**config.mk**
```make
export PLATFORM = sky130hd
export DESIGN_NAME = dbus_arbiter
export DESIGN_NICKNAME = d
export VERILOG_FILES = /design/src/rtl/memory_pkg.sv /design/src/rtl/dbus_arb_pick.sv /design/src/rtl/dbus_arbiter.sv
export SDC_FILE = /design/constraint.sdc
export NUM_CORES = 1
export LEC_CHECK = 0
export ABC_AREA = 1
export BUFFER_PORTS_ARGS = -buffer_cell sky130_fd_sc_hd__buf_2
export CAP_MARGIN = 20
export CORE_AREA = 2 2 228 230
export DETAILED_ROUTE_END_ITERATION = 7
export DIE_AREA = 0 0 230 232
export PLACE_DENSITY = 0.47
export SYNTH_ARGS = -nofsm -noshare
export SYNTH_HDL_FRONTEND = slang
export SYNTH_SLANG_ARGS = --single-unit
```
**constraint.sdc**
```tcl
create_clock -name clk -period 1.7 [get_ports clk]
set_input_delay 0.17 -clock clk [delete_from_list [all_inputs] [get_ports clk]]
set_output_delay 0.17 -clock clk [all_outputs]
set_load 0.02 [all_outputs]
```
**src/rtl/memory_pkg.sv**
```systemverilog
// Shared memory-side types for the data-bus arbiter.
//   dbus_req_t       : request channel (valid, addr, size, strobe, data)
//   dbus_resp_t      : response channel (data_ok, data)
//   dbus_arb_state_t : arbiter FSM state {IDLE, LOCKED}
//   DBUS_ARB_MAX_CH  : largest supported channel count
//   ch_idx_t         : channel index wide enough for DBUS_ARB_MAX_CH
package memory_pkg;

    localparam int DBUS_ARB_MAX_CH = 8;

    typedef logic [$clog2(DBUS_ARB_MAX_CH)-1:0] ch_idx_t;

    typedef enum logic {
        IDLE   = 1'b0,
        LOCKED = 1'b1
    } dbus_arb_state_t;

    typedef struct packed {
        logic        valid;
        logic [31:0] addr;
        logic [2:0]  size;
        logic [7:0]  strobe;
        logic [63:0] data;
    } dbus_req_t;

    typedef struct packed {
        logic        data_ok;
        logic [63:0] data;
    } dbus_resp_t;

endpackage

```
**src/rtl/dbus_arb_pick.sv**
```systemverilog
// Combinational winner selection for dbus_arbiter.
//   valid       : per-channel valid
//   write       : per-channel "valid and strobe nonzero"
//   start       : first channel searched; the search wraps modulo N_CH
//   write_first : writes form a higher class searched before reads
//   winner      : selected channel (meaningful when any_valid)
//   any_valid   : at least one channel is valid
// Fixed priority is the special case start = 0.
module dbus_arb_pick #(
    parameter int N_CH  = 2,
    parameter int IDX_W = (N_CH > 1) ? $clog2(N_CH) : 1
) (
    input  logic [N_CH-1:0]  valid,
    input  logic [N_CH-1:0]  write,
    input  logic [IDX_W-1:0] start,
    input  logic             write_first,
    output logic [IDX_W-1:0] winner,
    output logic             any_valid
);

    // First set bit of vec at or after st, wrapping around to index 0.
    function automatic logic [IDX_W-1:0] first_from(input logic [N_CH-1:0] vec,
                                                    input logic [IDX_W-1:0] st);
        logic [IDX_W-1:0] r;
        logic             hit;
        r   = '0;
        hit = 1'b0;
        for (int i = 0; i < N_CH; i++) begin
            if (!hit && vec[i] && (i >= int'(st))) begin
                r   = IDX_W'(i);
                hit = 1'b1;
            end
        end
        for (int i = 0; i < N_CH; i++) begin
            if (!hit && vec[i]) begin
                r   = IDX_W'(i);
                hit = 1'b1;
            end
        end
        return r;
    endfunction

    always_comb begin
        any_valid = |valid;
        if (write_first && (|write)) begin
            winner = first_from(write, start);
        end else begin
            winner = first_from(valid, start);
        end
    end

endmodule

```
**src/rtl/dbus_arbiter.sv**
```systemverilog
// N-channel arbiter in front of the core data bus.
//   clk, reset : clock, synchronous active-high reset
//   ch_req     : per-channel requests          ch_resp  : per-channel responses
//   dreq       : request to the data bus       dresp    : response from the bus
//   grant_id   : channel driving dreq          busy     : lock held (LOCKED)
//   proto_err  : sticky, locked channel dropped valid before data_ok
//   done_cnt   : completed transactions per channel (wrapping)
//   dbg_state  : current FSM state
// Handshake: a requester raises valid with a stable payload and keeps both
// until it sees its own ch_resp.data_ok; a transaction completes in any cycle
// where dreq.valid and dresp.data_ok are both high.
// Build option: define DBUS_ARB_RR_EN for round-robin selection (the pointer
// moves to winner+1 on each completion); otherwise fixed priority from ch 0.
module dbus_arbiter
    import memory_pkg::*;
#(
    parameter int N_CH        = 2,
    parameter bit WRITE_FIRST = 1'b1,
    parameter int CNT_W       = 32,
    localparam int IDX_W      = (N_CH > 1) ? $clog2(N_CH) : 1
) (
    input  logic             clk,
    input  logic             reset,
    input  dbus_req_t        ch_req   [N_CH],
    output dbus_resp_t       ch_resp  [N_CH],
    output dbus_req_t        dreq,
    input  dbus_resp_t       dresp,
    output logic [IDX_W-1:0] grant_id,
    output logic             busy,
    output logic             proto_err,
    output logic [CNT_W-1:0] done_cnt [N_CH],
    output dbus_arb_state_t  dbg_state
);

    dbus_arb_state_t  state, state_next;
    logic [IDX_W-1:0] grant_q;
    logic [IDX_W-1:0] sel;
    logic [IDX_W-1:0] win_idx;
    logic [IDX_W-1:0] start;
    logic [N_CH-1:0]  valid_vec;
    logic [N_CH-1:0]  write_vec;
    logic             any_valid;
    logic             lock_valid;
    logic             req_valid;
    logic             fire;
    logic             drop;

    always_comb begin
        valid_vec = '0;
        write_vec = '0;
        for (int i = 0; i < N_CH; i++) begin
            valid_vec[i] = ch_req[i].valid;
            write_vec[i] = ch_req[i].valid && (ch_req[i].strobe != '0);
        end
    end

`ifdef DBUS_ARB_RR_EN
    logic [IDX_W-1:0] rr_ptr;

    always_ff @(posedge clk) begin
        if (reset) begin
            rr_ptr <= '0;
        end else if (fire) begin
            rr_ptr <= (sel == IDX_W'(N_CH - 1)) ? '0 : sel + IDX_W'(1);
        end
    end

    assign start = rr_ptr;
`else
    assign start = '0;
`endif

    dbus_arb_pick #(
        .N_CH  (N_CH),
        .IDX_W (IDX_W)
    ) u_pick (
        .valid       (valid_vec),
        .write       (write_vec),
        .start       (start),
        .write_first (WRITE_FIRST),
        .winner      (win_idx),
        .any_valid   (any_valid)
    );

    // Selected channel and whether it may drive the bus this cycle. Reset
    // suppresses the bus so no completion is routed in the reset cycle.
    always_comb begin
        lock_valid = ch_req[grant_q].valid;
        sel        = grant_q;
        req_valid  = 1'b0;
        if (state == IDLE) begin
            sel       = win_idx;
            req_valid = any_valid;
        end else begin
            req_valid = lock_valid;
        end
        if (reset) begin
            req_valid = 1'b0;
        end
    end

    assign fire = req_valid && dresp.data_ok;
    assign drop = (state == LOCKED) && !lock_valid && !reset;

    // FSM: state register
    always_ff @(posedge clk) begin
        if (reset) begin
            state     <= IDLE;
            grant_q   <= '0;
            proto_err <= 1'b0;
        end else begin
            state <= state_next;
            if ((state == IDLE) && any_valid) begin
                grant_q <= sel;
            end
            if (drop) begin
                proto_err <= 1'b1;
            end
        end
    end

    // FSM: next state. Completion always returns to IDLE, so a new grant
    // is only made the cycle after data_ok.
    always_comb begin
        state_next = state;
        case (state)
            IDLE:    if (req_valid && !dresp.data_ok) state_next = LOCKED;
            LOCKED:  if (!lock_valid || dresp.data_ok) state_next = IDLE;
            default: state_next = IDLE;
        endcase
    end

    // FSM: outputs. Copying the granted payload verbatim means a read
    // (strobe 0) can never reach the bus with a nonzero strobe.
    always_comb begin
        dreq = '0;
        if (req_valid) begin
            dreq = ch_req[sel];
        end
        grant_id  = ((state == IDLE) && any_valid) ? win_idx : grant_q;
        busy      = (state == LOCKED);
        dbg_state = state;
        for (int i = 0; i < N_CH; i++) begin
            ch_resp[i].data_ok = fire && (sel == IDX_W'(i));
            ch_resp[i].data    = dresp.data;
        end
    end

    always_ff @(posedge clk) begin
        for (int i = 0; i < N_CH; i++) begin
            if (reset) begin
                done_cnt[i] <= '0;
            end else if (fire && (sel == IDX_W'(i))) begin
                done_cnt[i] <= done_cnt[i] + CNT_W'(1);
            end
        end
    end

endmodule

```
# [Word level (Yosys, flattened, before mapping)]
# Index checks and enable logic that the tools add are counted.
[totals] reg_bits=67 input_bits=283 word_cells=75 out_inout_bits=306
[op_classes] n_bitwise=4 order_cmp=2 reduce_logical=29 mux=33 addsub=2
[op_table] cell="$mux W108" n=7
[op_table] cell="$add A32 B1 Y32 const B" n=2
[op_table] cell="$mux W1" n=25
[op_table] cell="$reduce_bool A8 Y1" n=2
[op_table] cell="$logic_and A1 B1 Y1" n=15
[op_table] cell="$logic_not A1 Y1" n=9
[op_table] cell="$ge A2 B2 Y1 const B" n=2
[op_table] cell="$not A1 Y2" n=2
[op_table] cell="$reduce_or A2 Y1" n=2
[op_table] cell="$not A1 Y1" n=2
[op_table] cell="$pmux W1 S2" n=1
[op_table] cell="$logic_or A1 B1 Y1" n=1

# [Logic depth before layout (Yosys ltp)]
# Gate-level depths: netlist (run 1).
[logic_depth] word_depth=22 depth_mapped=12 mapped_depth_nobuf=12

# [Cells and area by module]
# Synthesis (run 1) repeated with hierarchy kept, for this count alone.
[hier_totals] cells_unflattened=1346 hier_area_um2=7084.3
[modules_own_cells] module="dbus_arbiter" cells_each=1336 seq_area_each_um2=1341.3 instances=1 area_per_inst_um2=7043.0
[modules_own_cells] module="dbus_arb_pick" cells_each=10 seq_area_each_um2=0.0 instances=1 area_per_inst_um2=41.3

# [Least setup slack after synthesis (run 1)]
# No wires, ideal clock.
[synth_path] path_type="reg-to-output" startpoint="register state, in the netlist busy" endpoint="output dreq[100] in the netlist's numbering" path_buffers=2 stages_incl_launch_ff=8 path_slack_ns=-0.114 arrival_time_ns=1.644 path_cell_list="dfxtp_1 inv_2 or2_2 nand2_2 buf_4 buf_2 nor2_1 nor2_1"
[synth_lines] element="start: declaration" line_no="dbus_arbiter.sv:35" rtl="dbus_arb_state_t state, state_next;"
[synth_lines] element="start signal: assignment" line_no="dbus_arbiter.sv:112" rtl="state <= state_next;"
[synth_lines] element="end: declaration" line_no="dbus_arbiter.sv:26" rtl="output dbus_req_t dreq,"

==> out/qor.yml, run 1 <==
run_status:
  outcome: "finished with violations"
  failed_checks: "negative setup slack"
drt:
  viasPerCell: 4.211
  post_drt_wl_per_cell_um: 23.12
  drt-total-wl_mm: 54.22
  vias: 9874
  drcViolationCount: 0
  firstDrtPassIters: 7
  ant_nets: 0
  dr.first_iter.drc_count: 494
clocking:
  cts_tree: "done"
  insertion_delay_ps: 350
  h-tree-depth: 3
  numCtsBuffers: 9
  clkSinkCount: 67
  cts_buffer_depth: 2
  clk_pin_slew_ps: 60
  cts_root_buf: "clkbuf_16"
timing:
  worst_slew_pin_slew_ps: 1079
  timing.final.crit_share_pct: 124.3
  setup_ws_ps: -413.1
  max_freq_mhz: 473.2
  skew_ps: 8.583
  setup-violations-final: 171
  drv_slew: 0
  slew_headroom_pct: 28.05
  hold_viol_final: 0
  period_needed_ps: 2113
  rsz0062_at_grt: "yes"
grt:
  grt_pass1_vias: 8893
  overflow: 0
  grt_usage_pct: 18.31
  antenna_found_initial: 9
  grt_max_degree: 63
  grt_pass1_wl_mm: 68.93
synth:
  seq_area_frac_synth_pct: 19.21
  avgSynthCellArea_um2: 5.598
  synth.distinct_cells: 26
  yosysWarnings: 0
  ys_ff_latch: 67
  synth_nets: 1532
  synth_area_um2: 6980
  netlist_instances: 1247
power:
  total_power_uw: 6868
  power_leakage_uw: 0.005644
  irDropWorstVdd_uv: 458.9
  p_per_area_nw_per_um2: 513.8
floorplanning:
  core_area_um2: 50890
  dieArea_um2: 53360
  fp.dieW_um: 230
  rows: 83
  die_h_um: 232
  pin_count: 589
  start_util_pct: 13.72
setup_path:
  cpMaxStageDelayCell: "dfxtp_2"
  path_cells: "inv_2 > or2_4 > nand2_8 > bufbuf_16 > nor2_1 > nor2_1 > buf_4"
  crit_buf_inv: 3
  cp_top_family: "simple AND/OR/NAND/NOR gates"
  worstSetupPathType: "reg -> out"
  critPathArrivalTime_ps: 1940
  start_kind: "flop"
  crit_fanout: 11
  cpMostUsedCell: "nor2_1"
  crit_path_end_kind: "output port"
  cp.required_ps: 1530
  slowest_delay_ps: 340
layout:
  finalNetCount: 1942
  layout.cells.most_common_list: "buf_2, nand2_1, nor2_1, buf_4, buf_6"
  fin_cells: 2345
  layout_commonest_cell: "buf_2"
  area_growth_pct: 91.49
  layout-drive-gt1-share_pct: 54.39
  finalCoreUtilization_pct: 26.27
place:
  place_ws_ps: -491.6
  numPortBuffers: 396
  gp_congestion: 1.004
  dp_cells: 2258
  hpwl_mm: 40.93
job:
  maxCapViolCount: 0
min_path:
  hold_class: "in -> out"
-- registers in the layout, summed over array words and instances (netlist names) --
register and flops:
done_cnt 64, proto_err 1, grant_q 1, busy 1
-- path summary, 6_finish.rpt --
kind / startpoint / endpoint / slack [ps] / cells after the start
hold / removal: dresp[18] / ch_resp[18] / 340 / 0
setup / recovery: busy / dreq[19] / -410 / 7
setup reg to reg: grant_q / done_cnt[45] / -120 / 12
hold reg to reg: proto_err / proto_err / 450 / 2
-- power by group --
| group | switching [uW] | leakage (uW) | internal, uW |
|---|---|---|---|
| clock network | 838 | 0.000155 | 1330 |
| logic | 1700 | 0.00494 | 1420 |
| registers | 9.64 | 0.000545 | 1580 |
| total | 2550 | 0.00564 | 4320 |
-- synth_stat cells, drive strengths merged --
| cell | n | area [um^2] |
|---|---|---|
| nor2 | 316 | 1231 |
| or2 | 2 | 12.51 |
| clkbuf | 24 | 93.84 |
| a21oi | 70 | 350.3 |
| nand3b | 16 | 120.1 |
| nand2 | 306 | 1171 |
| nand3 | 74 | 380.4 |
| inv | 55 | 206.5 |
| ha | 2 | 25.02 |
| buf | 166 | 1197 |
| xor2 | 15 | 131.4 |
| o21ai | 111 | 555.5 |
| xnor2 | 9 | 78.83 |
| dfxtp | 67 | 1341 |
| nand4 | 13 | 81.33 |
| clkinv | 1 | 3.750 |
-- stage by stage --
step / setup TNS [ps] / area, um^2 / hold WS (ps)
2_1_floorplan: 0 / 7062 / 235.0
3_3_place_gp: -30060 / 9697 / 340.2
3_5_place_dp: -31780 / 9697 / 340.2
4_1_cts: -40280 / 11380 / 340.2
5_1_grt: -46110 / 13360 / 340.1
6_report: -31410 / 13370 / 340.0
-- timing repair --
item / in CTS / in global routing
hold endpoints to repair: 1 / 0
buffers inserted: 18 / 27
hold buffers: 1 / 0
resized for setup: 296 / 402
pin swaps: 33 / 97
endpoints found under the setup margin: 143 / 175
gates cloned: 14 / 15
-- layout make-up --
type / count / area, um^2
antenna: 3 / 7.507
clock buffer: 10 / 239.0
clock inverter: 6 / 88.84
fill: 5617 / 37520
inverter: 56 / 230.2
multi-input combinational: 935 / 5685
sequential: 67 / 1355
tap: 680 / 850.8
timing repair buffer: 588 / 4910
-- kinds of logic after synthesis --
kind of cell	after synthesis	share of synthesized area [%]
xor+xnor	24	3.011
compound gates	181	12.98
simple gates	727	42.93
buf+inv	246	21.51
fa+ha+maj	2	0.3584
flops	67	19.21
-- per-layer routing --
layer | GRT usage [%] | routed length, um | share of wire (%)
met5 | 0 | 35 | 0.065
met2 | 26.61 | 22700 | 42
met3 | 14.81 | 9910 | 18
met1 | 20.10 | 19790 | 37
met4 | 5.484 | 1786 | 3.3
No activity file was read; power rests on OpenSTA's default activity.
==> run 2, diff against run 1 <==
--- a/config.mk
+++ b/config.mk
@@ -5,13 +5,12 @@
 export SDC_FILE = /design/constraint.sdc
 export NUM_CORES = 1
 export LEC_CHECK = 0
-export ABC_AREA = 1
+export ABC_AREA = 0
 export BUFFER_PORTS_ARGS = -buffer_cell sky130_fd_sc_hd__buf_2
 export CAP_MARGIN = 20
-export CORE_AREA = 2 2 228 230
+export CORE_AREA = 2 2 226 228
 export DETAILED_ROUTE_END_ITERATION = 7
-export DIE_AREA = 0 0 230 232
-export PLACE_DENSITY = 0.47
+export DIE_AREA = 0 0 228 230
 export SYNTH_ARGS = -nofsm -noshare
 export SYNTH_HDL_FRONTEND = slang
 export SYNTH_SLANG_ARGS = --single-unit
==> out/qor.yml, run 2 <==
floorplanning:
  core_area_um2: 49860  # -2.0%
  fp.dieW_um: 228  # -0.87%
  dieArea_um2: 52440  # -1.7%
  start_util_pct: 12.27  # -1.4 points
  rows: 82  # -1.2%
  pin_count: 589  # unchanged
  die_h_um: 230  # -0.86%
place:
  gp_congestion: 0.9770  # -2.7%
  hpwl_mm: 34.49  # -16%
  dpl-instance-area_um2: 10490  # +8.2%
  numPortBuffers: 396  # unchanged
timing:
  worst_slew_pin_slew_ps: 431.4  # -647.8 ps
  whs_ps: 80.64  # -259.4 ps
  tns_ps: -91740  # -60330 ps
  hold_viol_final: 0  # unchanged
  drv_slew: 0  # unchanged
  timing.final.crit_share_pct: 148.5  # +24 points
  setup_ws_ps: -824.5  # -411.4 ps
  setup-violations-final: 169  # -1.2%
  skew_ps: 10.70  # +2.121 ps
  slew_headroom_pct: 71.24  # +43 points
  period_needed_ps: 2524  # +411.4 ps
  rsz0062_at_grt: "yes"
  max_freq_mhz: 396.1  # -16%
layout:
  largest_register_ffs: 64  # unchanged
  layout-drive-gt1-share_pct: 64.90  # +11 points
  area_growth_pct: 118.3
  finalNetCount: 1676  # -14%
  layout.cells.most_common_list: "buf_2, buf_4, buf_6, nand2_1, nand4_1"
  layout_commonest_cell: "buf_2"
  finalInstanceArea_um2: 13360  # about the same
  regMostFlops: "done_cnt"
drt:
  viasPerCell: 4.455  # +5.8%
  wl_met1_mm: 18.24  # -7.9%
  dr.max_layer_used: "met5"
  ant_nets: 0  # unchanged
  wl_met2_mm: 19.63  # -14%
  dr.first_iter.drc_count: 572  # +16%
  firstDrtPassIters: 5  # -2
  vias: 9222  # -6.6%
  drt-total-wl_mm: 45.37  # -16%
  post_drt_wl_per_cell_um: 21.92  # -5.2%
  drcViolationCount: 0  # unchanged
  dr_wl_met3_mm: 5.420  # -45%
job:
  maxCapViolCount: 0  # unchanged
synth:
  synth-async-reset-ratio_pct: 0  # unchanged
  synth.distinct_cells: 42  # +62%
  synth.most_common_cell: "nand2_1"
  synth_xor_area_share_pct: 2.433  # -0.58 points
  yosysWarnings: 0  # unchanged
  synthAdderAreaFrac_pct: 0.4089  # +0.050 points
  synth_top_cells_by_count: "nand2_1, buf_4, o21ai_0"
  synth_area_um2: 6120  # -12%
  synthFlopType: "dfxtp_1"
  synthMuxAreaShare_pct: 0.4907  # +0.49 points
  avgSynthCellArea_um2: 6.703  # +20%
  synth_top_family_by_area: "simple AND/OR/NAND/NOR gates"
  synth_area_leaders: "dfxtp_1, buf_4, nand4_1"
  yosysTopAreaCell: "dfxtp_1"
  synth_top_area_share_pct: 21.92  # +2.7 points
  synthSimpleGateAreaFrac_pct: 33.74  # -9.2 points
  synth_nets: 1198  # -22%
  seq_area_frac_synth_pct: 21.92  # +2.7 points
  netlist_instances: 913  # -27%
  synth_edf_count: 0  # unchanged
  synth_compound_area_share_pct: 19.57  # +6.6 points
  ys_ff_latch: 67  # unchanged
run_status:
  failed_checks: "negative setup slack"
  outcome: "finished with violations"
grt:
  grt_pass1_vias: 8696  # -2.2%
  grt_max_degree: 35  # -44%
  antenna_found_initial: 10  # +1
  overflow: 0  # unchanged
  grt_pass1_wl_mm: 59.88  # -13%
  grt_usage_pct: 15.36  # -3.0 points
clocking:
  numCtsBuffers: 9  # unchanged
  clk_pin_slew_ps: 60  # about the same
  clkSinkCount: 67  # unchanged
  insertion_delay_ps: 340  # about the same
  cts_root_buf: "clkbuf_16"
  cts_tree: "done"
  h-tree-depth: 3  # unchanged
  cts_buffer_depth: 2  # unchanged
setup_path:
  crit_buf_inv: 6  # +3
  cp.required_ps: 1530  # about the same
  path_cells: "buf_6 > or4_4 > buf_6 > o211a_4 > o21ai_4 > buf_12 > buf_12 > buf_12 > nand4_1 > o21ai_4 > buf_6"
  crit_fanout: 8  # -3
  crit_path_end_kind: "output port"
  cp_top_family: "simple AND/OR/NAND/NOR gates"
  critPathArrivalTime_ps: 2350  # +410 ps
  slowest_delay_ps: 590  # +250 ps
  worstSetupPathType: "in -> out"
  cpMaxStageDelayCell: "or4_4"
  start_kind: "input pin"
power:
  pwr-share-comb_pct: 44.1  # -1.3 points
  pwr-share-clk_pct: 30.5  # -1.0 points
  p_sw_uw: 2250  # -12%
  power_leakage_uw: 0.005532  # -2.0%
  total_power_uw: 6193  # -9.8%
  swShare_pct: 36.33  # -0.76 points
  p_seq_share_pct: 25.4  # +2.3 points
  p_per_area_nw_per_um2: 463.6  # -9.8%
  irDropWorstVdd_uv: 359.6  # -22%
  internal_power_uw: 3943  # -8.7%
min_path:
  hold_class: "in -> reg"
run 2: cell types whose count changed after synthesis, sizes merged, moves of 18 or more:
cell,previous run,this run
nor2,316,22
nand2,306,139
nand4,13,125
nand3,74,21
clkbuf,24,74
inv,55,12
buf,166,134
or4,0,25
a21oi,70,46
o31ai,0,22
o21ai,111,129
run 2: path summary, 6_finish.rpt:
path | start | end | slack, ps | cells after the start
worst min-delay path | dresp[64] | busy | 80 | 3
worst min register to register | done_cnt[1] | done_cnt[1] | 490 | 2
worst max-delay path | ch_req[64] | dreq[37] | -820 | 11
worst max register to register | busy | done_cnt[60] | -470 | 7
run 2: cells by family after synthesis:
| family | after synthesis |
|---|---|
| AO/OA/AOI/OAI | 216 |
| XOR/XNOR | 17 |
| AND/OR/NAND/NOR | 388 |
| adder cells (fa/ha/maj) | 2 |
| flip-flops | 67 |
| multiplexers | 3 |
| buffers and inverters | 220 |
run 2: through the flow:
| stage | std cells | utilization [%] | setup WS, ps |
|---|---|---|---|
| floorplan | 913 | - | -512.5 |
| global placement | 1970 | 21.04 | -963.2 |
| detailed placement | 1970 | 21.04 | -989.0 |
| CTS | 2032 | 24.58 | -792.5 |
| global route | 2069 | 26.78 | -834.5 |
| finish | 2070 | 26.79 | -824.5 |
run 2: repair_timing:
action / CTS / global route
resized for setup: 255 / 163
setup buffers: 39 / 30
gates cloned: 7 / 13
hold buffers: 0 / 0
endpoints found under the setup margin: 169 / 172
pin swaps: 63 / 62
run 2: area by class of cell:
class / instances / area (um^2)
Timing Repair Buffer: 672 / 5720
Tap cell: 672 / 840.8
Inverter: 12 / 45.04
Multi-Input combinational cell: 629 / 5060
Clock buffer: 10 / 250.2
Fill cell: 5331 / 36510
Antenna cell: 2 / 5.005
Sequential cell: 67 / 1393
Clock inverter: 6 / 43.79
run 2: power groups by stage:
stage | registers [uW] | clock network, uW | logic (uW)
floorplan | 1620 | 0 | 1550
global placement | 1610 | 0 | 1980
detailed placement | 1610 | 0 | 2010
CTS | 1570 | 1920 | 2440
global route | 1570 | 1990 | 2850
finish | 1570 | 1890 | 2730
run 2: layer usage:
layer  GRT usage (%)  vias up
li1                -     4194
met1           18.28     4390
met2           22.74      550
met3           8.073       74
met4           6.658       14
met5           1.654        -
run 2: worst reg2reg max path, stage by stage (launching register included):
cell and delay [ps]:
dfxtp_2 330, buf_6 130, buf_6 130, a21boi_4 180, nand2_4 110, or4_4 590, or4_1 490, a21oi_1 140
==> run 3, diff against run 2 <==
--- a/config.mk
+++ b/config.mk
@@ -8,9 +8,9 @@
 export ABC_AREA = 0
 export BUFFER_PORTS_ARGS = -buffer_cell sky130_fd_sc_hd__buf_2
 export CAP_MARGIN = 20
-export CORE_AREA = 2 2 226 228
+export CORE_AREA = 2 2 232 234
 export DETAILED_ROUTE_END_ITERATION = 7
-export DIE_AREA = 0 0 228 230
+export DIE_AREA = 0 0 234 236
 export SYNTH_ARGS = -nofsm -noshare
 export SYNTH_HDL_FRONTEND = slang
 export SYNTH_SLANG_ARGS = --single-unit
==> constraint.sdc (replaced) <==
create_clock -name clk -period 2.3 [get_ports clk]
set_input_delay 0.23 -clock clk [delete_from_list [all_inputs] [get_ports clk]]
set_output_delay 0.23 -clock clk [all_outputs]
set_load 0.02 [all_outputs]
==> out/qor.yml, run 3 (synthesis gave the netlist of run 2 again) <==
setup_path:
  cp.required_ps: 2070  # +540 ps
  ff2ff_path_depth: 8  # +1
  start_kind: "input pin"
  critPathArrivalTime_ps: 2370  # +20 ps
  worstSetupPathType: "in -> out"
  crit_fanout: 7  # -1
  crit_path_end_kind: "output port"
floorplanning:
  pin_count: 589  # unchanged
  die_h_um: 236  # +2.6%
  start_util_pct: 11.53  # -0.74 points
  core_area_um2: 53070  # +6.4%
  dieArea_um2: 55220  # +5.3%
  rows: 85  # +3.7%
  fp.dieW_um: 234  # +2.6%
drt:
  dr_wl_met3_mm: 2.524  # -53%
  ant_nets: 0  # unchanged
  post_drt_wl_per_cell_um: 20.81  # -5.1%
  drcViolationCount: 0  # unchanged
  wl_met2_mm: 19.59  # -0.18%
  viasPerCell: 4.233  # -5.0%
  vias: 8313  # -9.9%
  wl_met1_mm: 16.46  # -9.7%
  dr.first_iter.drc_count: 510  # -11%
  firstDrtPassIters: 5  # unchanged
  dr.max_layer_used: "met5"
  drt-total-wl_mm: 40.87  # -9.9%
timing:
  setup_ws_ps: -302.4  # +522.1 ps
  max_freq_mhz: 384.3
  hold_viol_final: 0  # unchanged
  period_needed_ps: 2602
  worst_slew_pin_slew_ps: 686.9  # +255.5 ps
  whs_ps: 101.8  # +21.16 ps
  timing.final.crit_share_pct: 113.1
  drv_slew: 0  # unchanged
  setup-violations-final: 114  # -33%
  rsz0062_at_grt: "yes"
  skew_ps: 11.20  # +0.4994 ps
  slew_headroom_pct: 54.21  # -17 points
grt:
  antenna_found_initial: 7  # -3
  grt_pass1_wl_mm: 56.55  # -5.6%
  grt_max_degree: 64  # +83%
  grt_pass1_vias: 8071  # -7.2%
  grt_usage_pct: 14.18  # -1.2 points
  overflow: 0  # unchanged
place:
  gp_congestion: 0.8815  # -9.8%
  hpwl_mm: 31.48  # -8.7%
  place_ws_ps: -468.0  # +521.0 ps
  numPortBuffers: 396  # unchanged
power:
  total_power_uw: 4492  # -27%
  irDropWorstVdd_uv: 324.0  # -9.9%
  power_leakage_uw: 0.004686  # -15%
  p_per_area_nw_per_um2: 395.6  # -15%
clocking:
  clkSinkCount: 67  # unchanged
  numCtsBuffers: 9  # unchanged
  cts_root_buf: "clkbuf_16"
  h-tree-depth: 3  # unchanged
  clk_pin_slew_ps: 60  # about the same
  cts_tree: "done"
  holdBufCountCts: 0  # unchanged
  cts_buffer_depth: 2  # unchanged
  insertion_delay_ps: 340  # about the same
run_status:
  failed_checks: "negative setup slack"
  outcome: "finished with violations"
min_path:
  hold_class: "in -> reg"
  hold_depth: 2  # -1
layout:
  layout.cells.most_common_list: "buf_2, nand2_1, buf_6, nand4_1, buf_4"
  finalNetCount: 1545  # -7.8%
  layout-drive-gt1-share_pct: 53.91  # -11 points
  largest_register_ffs: 64  # unchanged
  layout_commonest_cell: "buf_2"
  area_growth_pct: 85.52
  regMostFlops: "done_cnt"
job:
  maxCapViolCount: 0  # unchanged
-- run 3: changes by cell type in the layout (fill, tap and decap cells not counted), sizes merged --
cell / delta
inv: +2
clkbuf: -9
clkinvlp: -1
or4: -1
o2111ai: -1
clkinv: -1
diode: +1
buf: -121
bufinv: +1
bufbuf: +1
or3: -1
-- run 3: cell type report --
cell class                 instances  area, um^2
fill                            5902       41720
timing repair buffer             544        4558
multi-input combinational        626        4222
sequential                        67        1344
tap                              696       870.8
clock buffer                       9       225.2
clock inverter                     7       81.33
inverter                          12       45.04
antenna                            3       7.507
-- run 3: layer usage --
layer / GRT usage [%] / vias up
li1: - / 3932
met1: 16.88 / 3874
met2: 23.87 / 429
met3: 2.817 / 74
met4: 7.403 / 4
met5: 0 / -
-- run 3: what timing repair did --
action | CTS | global route
cloned | 17 | 3
buffers inserted | 32 | 3
pin swaps | 96 | 27
endpoints found under the setup margin | 114 | 122
resized for setup | 401 | 24
-- run 3: metrics by stage --
stage	utilization [%]	std cells	setup TNS [ps]	cell area, um^2
5_1_grt	21.39	1963	-30850	11350
6_report	21.39	1964	-25390	11350
3_5_place_dp	16.72	1896	-40680	8872
2_1_floorplan	-	913	-2168	6347
4_1_cts	21.17	1960	-25290	11240
3_3_place_gp	16.72	1896	-39730	8872
-- run 3: worst max-delay path: stages --
cell and delay [ps]:
buf_6 90, or4_4 580, buf_6 150, o211a_4 250, o21ai_4 140, buf_6 130, buf_12 140, buf_16 140
buf_12 110, nand4_1 160, o21ai_4 110, buf_6 140
-- run 3: where the power goes --
| group | leakage (uW) | total (uW) | internal [uW] | switching (uW) |
|---|---|---|---|---|
| sequential | 0.000541 | 1170 | 1170 | 4.90 |
| combinational | 0.00399 | 1870 | 870 | 998 |
| clock | 0.000153 | 1450 | 859 | 594 |
-- run 3: final timing paths --
kind                                 start            to  slack [ps]
worst min register to register   proto_err     proto_err         480
worst min-delay path             dresp[64]          busy         100
worst max-delay path            ch_req[68]      dreq[76]        -300
worst max register to register        busy  done_cnt[60]          20
